===== config.mk =====
export PLATFORM = sky130hd
export DESIGN_NAME = gpio_ctrl
export DESIGN_NICKNAME = d
export VERILOG_FILES = /design/src/rtl/gpio_ctrl_pkg.sv /design/src/rtl/gpio_debounce.sv /design/src/rtl/gpio_ctrl.sv
export SDC_FILE = /design/constraint.sdc
export NUM_CORES = 1
export LEC_CHECK = 0
export BUFFER_PORTS_ARGS = -buffer_cell sky130_fd_sc_hd__buf_2
export CAP_MARGIN = 5
export CORE_MARGIN = 2
export CORE_UTILIZATION = 40
export CTS_CLUSTER_DIAMETER = 50
export CTS_CLUSTER_SIZE = 25
export DETAILED_ROUTE_END_ITERATION = 10
export SKIP_CTS_REPAIR_TIMING = 1
export SYNTH_ARGS = -nofsm -noshare
export SYNTH_HDL_FRONTEND = slang
export SYNTH_SLANG_ARGS = --single-unit

===== constraint.sdc =====
create_clock -name clk -period 1.45 [get_ports clk]
set_input_delay 0.29 -clock clk [delete_from_list [all_inputs] [get_ports clk]]
set_output_delay 0.29 -clock clk [all_outputs]
set_load 0.005 [all_outputs]

===== src/rtl/gpio_ctrl_pkg.sv =====
// gpio_ctrl_pkg: shared constants for the GPIO controller.
//   - GPIO_BUS_DW: core data-bus width.
//   - GPIO_REG_*: register word indices (bus_addr[4:2]).
//   - GPIO_DEB_CNT_W: width of the per-pin debounce counters (DEB_CNT <= 15).
package gpio_ctrl_pkg;

  localparam int GPIO_BUS_DW    = 32;
  localparam int GPIO_DEB_CNT_W = 4;

  localparam logic [2:0] GPIO_REG_DATA_IN  = 3'd0;
  localparam logic [2:0] GPIO_REG_DATA_OUT = 3'd1;
  localparam logic [2:0] GPIO_REG_DIR      = 3'd2;
  localparam logic [2:0] GPIO_REG_IRQ_EN   = 3'd3;
  localparam logic [2:0] GPIO_REG_IRQ_EDGE = 3'd4;
  localparam logic [2:0] GPIO_REG_IRQ_PEND = 3'd5;
  localparam logic [2:0] GPIO_REG_OUT_SET  = 3'd6;
  localparam logic [2:0] GPIO_REG_OUT_CLR  = 3'd7;

endpackage


===== src/rtl/gpio_debounce.sv =====
// gpio_debounce: per-pin debounce counters and the stable input register.
// A pin's stable level only follows din after DEB_CNT consecutive ticks in
// which din differed from it; any agreement in between restarts the count.
// Ports:
//   clk, rst_n : clock, asynchronous active-low reset
//   tick       : one-cycle sample strobe from the shared prescaler
//   din        : synchronized pin levels
//   dout       : debounced (stable) pin levels, registered
module gpio_debounce
  import gpio_ctrl_pkg::*;
#(
  parameter int GPIO_W  = 8,
  parameter int DEB_CNT = 4
) (
  input  logic              clk,
  input  logic              rst_n,
  input  logic              tick,
  input  logic [GPIO_W-1:0] din,
  output logic [GPIO_W-1:0] dout
);

  localparam logic [GPIO_DEB_CNT_W-1:0] CNT_LAST = GPIO_DEB_CNT_W'(DEB_CNT - 1);

  logic [GPIO_W-1:0][GPIO_DEB_CNT_W-1:0] cnt_q, cnt_d;
  logic [GPIO_W-1:0]                     stable_q, stable_d;

  // Next-state for each pin's mismatch counter and stable level.
  always_comb begin
    cnt_d    = cnt_q;
    stable_d = stable_q;
    for (int i = 0; i < GPIO_W; i++) begin
      if (din[i] == stable_q[i]) begin
        cnt_d[i] = {GPIO_DEB_CNT_W{1'b0}};
      end else if (tick) begin
        if (cnt_q[i] == CNT_LAST) begin
          stable_d[i] = din[i];
          cnt_d[i]    = {GPIO_DEB_CNT_W{1'b0}};
        end else begin
          cnt_d[i] = cnt_q[i] + GPIO_DEB_CNT_W'(1);
        end
      end else begin
        cnt_d[i] = cnt_q[i];
      end
    end
  end

  // Counter and stable-level registers.
  always_ff @(posedge clk or negedge rst_n) begin
    if (!rst_n) begin
      cnt_q    <= {(GPIO_W*GPIO_DEB_CNT_W){1'b0}};
      stable_q <= {GPIO_W{1'b0}};
    end else begin
      cnt_q    <= cnt_d;
      stable_q <= stable_d;
    end
  end

  assign dout = stable_q;

endmodule


===== src/rtl/gpio_ctrl.sv =====
// gpio_ctrl: memory-mapped GPIO controller.
// Synchronizes the pin inputs (two flops), optionally debounces them, detects
// selectable rising/falling edges into a W1C pending register and drives a
// registered level interrupt. Outputs and output enables come from registers.
// Optional feature macro: GPIO_DEBOUNCE_EN (debouncer + prescaler present);
// without it the synchronizer output is simply registered into DATA_IN.
// Ports:
//   clk, rst_n          : clock, asynchronous active-low reset
//   bus_req/we/addr/wdata : single-cycle access, word index in bus_addr[4:2]
//   bus_rdata/bus_ack   : response one cycle after bus_req
//   gpio_pin_in         : asynchronous pin inputs
//   gpio_pin_out/oe     : output levels and drive enables
//   irq                 : level interrupt, active-high
module gpio_ctrl
  import gpio_ctrl_pkg::*;
#(
  parameter int GPIO_W  = 8,
  parameter int DEB_DIV = 1000,
  parameter int DEB_CNT = 4
) (
  input  logic                   clk,
  input  logic                   rst_n,
  input  logic                   bus_req,
  input  logic                   bus_we,
  input  logic [4:0]             bus_addr,
  input  logic [GPIO_BUS_DW-1:0] bus_wdata,
  output logic [GPIO_BUS_DW-1:0] bus_rdata,
  output logic                   bus_ack,
  input  logic [GPIO_W-1:0]      gpio_pin_in,
  output logic [GPIO_W-1:0]      gpio_pin_out,
  output logic [GPIO_W-1:0]      gpio_pin_oe,
  output logic                   irq
);

  logic [GPIO_W-1:0] sync1_q, sync1_d, sync2_q, sync2_d;
  logic [GPIO_W-1:0] stable_s, stable_dly_q, stable_dly_d;
  logic [GPIO_W-1:0] data_out_q, data_out_d, dir_q, dir_d;
  logic [GPIO_W-1:0] irq_en_q, irq_en_d, irq_edge_q, irq_edge_d;
  logic [GPIO_W-1:0] pend_q, pend_d;
  logic [GPIO_W-1:0] ev_s, w1c_s, wdata_s;
  logic [GPIO_BUS_DW-1:0] rdata_q, rdata_d;
  logic              ack_q, ack_d, irq_q, irq_d;
  logic              unused_s;

  // Register bits above GPIO_W read back as zero.
  function automatic logic [GPIO_BUS_DW-1:0] zext(input logic [GPIO_W-1:0] v);
    logic [GPIO_BUS_DW-1:0] r;
    r           = {GPIO_BUS_DW{1'b0}};
    r[GPIO_W-1:0] = v;
    return r;
  endfunction

  assign wdata_s  = bus_wdata[GPIO_W-1:0];
  // Address byte-offset bits, upper write-data bits and the debounce
  // parameters are intentionally not needed in every build.
  assign unused_s = ^{bus_addr[1:0], bus_wdata} ^ (DEB_DIV > 1) ^ (DEB_CNT > 0);

`ifdef GPIO_DEBOUNCE_EN
  localparam int PRE_W = $clog2(DEB_DIV);
  localparam logic [PRE_W-1:0] PRE_LAST = PRE_W'(DEB_DIV - 1);

  logic [PRE_W-1:0] presc_q, presc_d;
  logic             tick_s;

  // Free-running prescaler; tick marks its last count.
  always_comb begin
    tick_s = (presc_q == PRE_LAST);
    if (tick_s) begin
      presc_d = {PRE_W{1'b0}};
    end else begin
      presc_d = presc_q + PRE_W'(1);
    end
  end

  // Prescaler register.
  always_ff @(posedge clk or negedge rst_n) begin
    if (!rst_n) begin
      presc_q <= {PRE_W{1'b0}};
    end else begin
      presc_q <= presc_d;
    end
  end

  gpio_debounce #(
    .GPIO_W (GPIO_W),
    .DEB_CNT(DEB_CNT)
  ) u_debounce (
    .clk  (clk),
    .rst_n(rst_n),
    .tick (tick_s),
    .din  (sync2_q),
    .dout (stable_s)
  );
`else
  logic [GPIO_W-1:0] stable_q;

  // Without debouncing the stable level is the synchronizer output, one flop later.
  always_ff @(posedge clk or negedge rst_n) begin
    if (!rst_n) begin
      stable_q <= {GPIO_W{1'b0}};
    end else begin
      stable_q <= sync2_q;
    end
  end

  assign stable_s = stable_q;
`endif

  // Bus decode, edge detection and next-state for all controller registers.
  always_comb begin
    sync1_d      = gpio_pin_in;
    sync2_d      = sync1_q;
    stable_dly_d = stable_s;
    data_out_d   = data_out_q;
    dir_d        = dir_q;
    irq_en_d     = irq_en_q;
    irq_edge_d   = irq_edge_q;
    w1c_s        = {GPIO_W{1'b0}};
    rdata_d      = {GPIO_BUS_DW{1'b0}};
    ack_d        = bus_req;
    ev_s = (irq_edge_q & stable_s & ~stable_dly_q) |
           (~irq_edge_q & ~stable_s & stable_dly_q);
    if (bus_req) begin
      if (bus_we) begin
        case (bus_addr[4:2])
          GPIO_REG_DATA_OUT: data_out_d = wdata_s;
          GPIO_REG_DIR:      dir_d      = wdata_s;
          GPIO_REG_IRQ_EN:   irq_en_d   = wdata_s;
          GPIO_REG_IRQ_EDGE: irq_edge_d = wdata_s;
          GPIO_REG_IRQ_PEND: w1c_s      = wdata_s;
          GPIO_REG_OUT_SET:  data_out_d = data_out_q | wdata_s;
          GPIO_REG_OUT_CLR:  data_out_d = data_out_q & ~wdata_s;
          default:           data_out_d = data_out_q; // DATA_IN is read-only
        endcase
      end else begin
        case (bus_addr[4:2])
          GPIO_REG_DATA_IN:  rdata_d = zext(stable_s);
          GPIO_REG_DATA_OUT: rdata_d = zext(data_out_q);
          GPIO_REG_DIR:      rdata_d = zext(dir_q);
          GPIO_REG_IRQ_EN:   rdata_d = zext(irq_en_q);
          GPIO_REG_IRQ_EDGE: rdata_d = zext(irq_edge_q);
          GPIO_REG_IRQ_PEND: rdata_d = zext(pend_q);
          default:           rdata_d = {GPIO_BUS_DW{1'b0}}; // OUT_SET/OUT_CLR are write-only
        endcase
      end
    end else begin
      rdata_d = {GPIO_BUS_DW{1'b0}};
    end
    // A new event overrides a same-cycle W1C so no edge is ever lost.
    pend_d = (pend_q & ~w1c_s) | ev_s;
    irq_d  = |(pend_q & irq_en_q);
  end

  // Controller register bank, synchronizer and bus response flops.
  always_ff @(posedge clk or negedge rst_n) begin
    if (!rst_n) begin
      sync1_q      <= {GPIO_W{1'b0}};
      sync2_q      <= {GPIO_W{1'b0}};
      stable_dly_q <= {GPIO_W{1'b0}};
      data_out_q   <= {GPIO_W{1'b0}};
      dir_q        <= {GPIO_W{1'b0}};
      irq_en_q     <= {GPIO_W{1'b0}};
      irq_edge_q   <= {GPIO_W{1'b1}};
      pend_q       <= {GPIO_W{1'b0}};
      rdata_q      <= {GPIO_BUS_DW{1'b0}};
      ack_q        <= 1'b0;
      irq_q        <= 1'b0;
    end else begin
      sync1_q      <= sync1_d;
      sync2_q      <= sync2_d;
      stable_dly_q <= stable_dly_d;
      data_out_q   <= data_out_d;
      dir_q        <= dir_d;
      irq_en_q     <= irq_en_d;
      irq_edge_q   <= irq_edge_d;
      pend_q       <= pend_d;
      rdata_q      <= rdata_d;
      ack_q        <= ack_d;
      irq_q        <= irq_d;
    end
  end

  assign bus_rdata    = rdata_q;
  assign bus_ack      = ack_q;
  assign gpio_pin_out = data_out_q;
  assign gpio_pin_oe  = dir_q;
  assign irq          = irq_q;

endmodule


==> results.md <==
- Status: completed
- Pleak: 1.93 nW
- Gpl congestion: 0.870
- Area of the die: 9780 um2
- Hold WS: 0.0398 ns
- Share of cells above drive strength 1: 36.9%
- Final non-filler cell total: 479
- Yosys warns: 0
- F_max: 808 MHz
- DP Worst Slack: -0.123 ns
- Setup TNS: 0 ns
- Post-synth EDFFs: 0
- Root Buffer: clkbuf_8
- Post-synthesis mux area share: 13.8%
- Crit path buf inv count: 1
- Syn Std Cell Area: 3600 um2
- Gate power share: 15.4%
- H-Tree Depth: 3
- Ant diodes: 0
- Initial Util: 41.3%
- # port buffers: 48
- Nets@finish: 415
- CP Max Fanout: 5
- RSZ-0062 raised after global routing: no
- Detailed placement HPWL: 5670 um
- # rows: 34
- Final instance area: 4280 um2
- Setup-failing EPs final: 0
- Slowest-stage cell, CP: dfrtp_1
- Flop pwr share: 55.1%
- Die span in y: 98.9 um
- Crit end category: primary output
- Ys async rst share: 100%
- Die X: 98.9 um
- CTS tree: yes
- Drt drc: 0
- Initial antenna violation count: 0
- Synth cell types: 34
- Worst EP required: 1.16 ns
- Area Overhead vs Synth: 18.7%
- Startpoint types: flop
- Delay of the slowest cell on the worst path: 0.45 ns
- Clock share of power: 29.5%
- Worst Clk Skew: 0.0117 ns
- Flops & latches, synth: 82
- Max Cap Viol: 0
- Register area share after synthesis: 57.2%
- Synth Flop Type: dfrtp_1
- Clk buf depth: 2
- Cells after Synth: 291
- Main combinational cell family by area after synthesis: multiplexers
- First-pass GRT wire length: 12700 um
- Clock transition at the registers of the reported paths: 0.09 ns
- GRT Residual Overflow: 0
- Final period util: 85.4%
- Worst setup path class: flop to primary output
- CP top delay family: flip-flops
- Avg WL per Cell: 16.1 um
- PnR worst setup slack: 0.212 ns
- Post-synthesis compound-gate area fraction: 10.5%
- Tmin final: 1.24 ns
- Vias per cell: 5.19
- Post-route antenna net violation count: 0
- Post-Synth Adder-Cell Area: 0%
- Psw: 1.36 mW
- DP Cell Count: 462
- Core area: 8720 um2
- Worst skew pair latency: 0.35 ns
- DP Area: 4090 um2
- Vias in the first global route: 2424
- Ports: 99
- Post-synth top area cell: dfrtp_1
- Worst endpoint data arrival time: 0.95 ns
- GR Util All Layers: 16.8%
- Worst vdd ir: 0.477 mV
- DRT Pass-1 Iters: 4
- Top cell type's share of synthesized area: 51.4%
- Largest net degree at the start of global routing: 31
- Slew Limit Fails: 0
- DR iter-0 viols: 69
- Synth top area cells: dfrtp_1 51%, mux2_2 8.4%, dfstp_2 5.8%, buf_4 5.2%, o22ai_1 3.5%
- Post-synthesis xor/xnor area fraction: 0%
- Via count: 2486
- Hold crit path type: input port to flop
- Num CTS Buffers: 9
- Synth Area in Simple Gates: 10.5%
- Internal: 3.66 mW
- CTS Sinks: 82
- Total chip power: 5.02 mW
- CP cell instances: buf_2
- Switching part of the total: 27.1%
- Final hold vios: 0
- PwrDens: 1170 nW/um2
- Core Util, Final: 49.1%
- Avg Inst Size Synth: 12.4 um2
- Routed wire length: 7730 um
[final timing paths]
check / cells past startpoint / to / start / slack (ns)
min in group asynchronous: 2 / bus_rdata[6] / rst_n / 0.35
worst max register to register: 3 / bus_rdata[6] / gpio_pin_out[6] / 0.22
worst max-delay path: 1 / gpio_pin_out[3] / gpio_pin_out[3] / 0.21
max in group asynchronous: 3 / irq_edge_q[2] / rst_n / 0.55
worst min register to register: 0 / sync2_q[7] / sync1_q[7] / 0.35
worst min-delay path: 1 / sync1_q[6] / gpio_pin_in[6] / 0.04
[per-layer routing]
metal / part of all wire (%) / routed length (um) / track usage [%]
met1: 46 / 3590 / 22.9
met2: 48 / 3700 / 25.8
met3: 3.8 / 294 / 3.69
met4: 2.0 / 151 / 7.27
met5: 0 / 0 / 0
[cell usage after synthesis, types with 6 or more instances]
library cell,instances
inv_1,12
buf_4,25
nor2_1,10
a22oi_1,6
mux2_2,27
buf_2,6
a221oi_1,9
a211o_1,8
mux2i_1,8
dfstp_2,8
o22ai_1,20
dfrtp_1,74
nand2_1,21
nand3_1,9
nor3b_1,8
or3_1,8
[power by group through the flow]
stage / sequential (mW) / clock, mW / combinational (mW)
after global routing: 2.81 / 1.64 / 0.861
after detailed placement: 2.81 / 0 / 0.782
after floorplan: 2.76 / 0 / 0.508
after CTS: 2.77 / 1.54 / 0.783
after global placement: 2.80 / 0 / 0.759
final: 2.76 / 1.48 / 0.773
[state kept, by name (all words and copies together), names as in the netlist]
signal        cells
stable_dly_q      8
stable_dly_d      8
gpio_pin_out      8
bus_rdata         8
irq_edge_q        8
irq_en_q          8
sync1_q           8
bus_ack           1
irq               1
gpio_pin_oe       8
pend_q            8
sync2_q           8
[cell families after synthesis]
logic type	count (synthesis)
AND/OR/NAND/NOR	68
multiplexers	40
AO/OA/AOI/OAI	51
flip-flops	82
buffers and inverters	49
other	1
[cell type report]
type	instances	area, um2
fillers	764	4440
flip-flops and latches	82	2060
multi-input cells	183	1340
repair buffers	77	513
clock buffers	10	138
well taps	108	135
inverters	13	48.8
clock inverters	6	40.0
[placed cells by master, fill, tap and decap left out, types with 9 or more instances in the layout]
| master | count |
|---|---|
| a221oi_1 | 9 |
| buf_2 | 47 |
| buf_4 | 25 |
| clkbuf_8 | 10 |
| conb_1 | 24 |
| dfrtp_1 | 74 |
| inv_1 | 12 |
| mux2_2 | 27 |
| nand2_1 | 21 |
| nand3_1 | 9 |
| nor2_1 | 10 |
| o22ai_1 | 20 |
(Power assumes the default switching activity.)
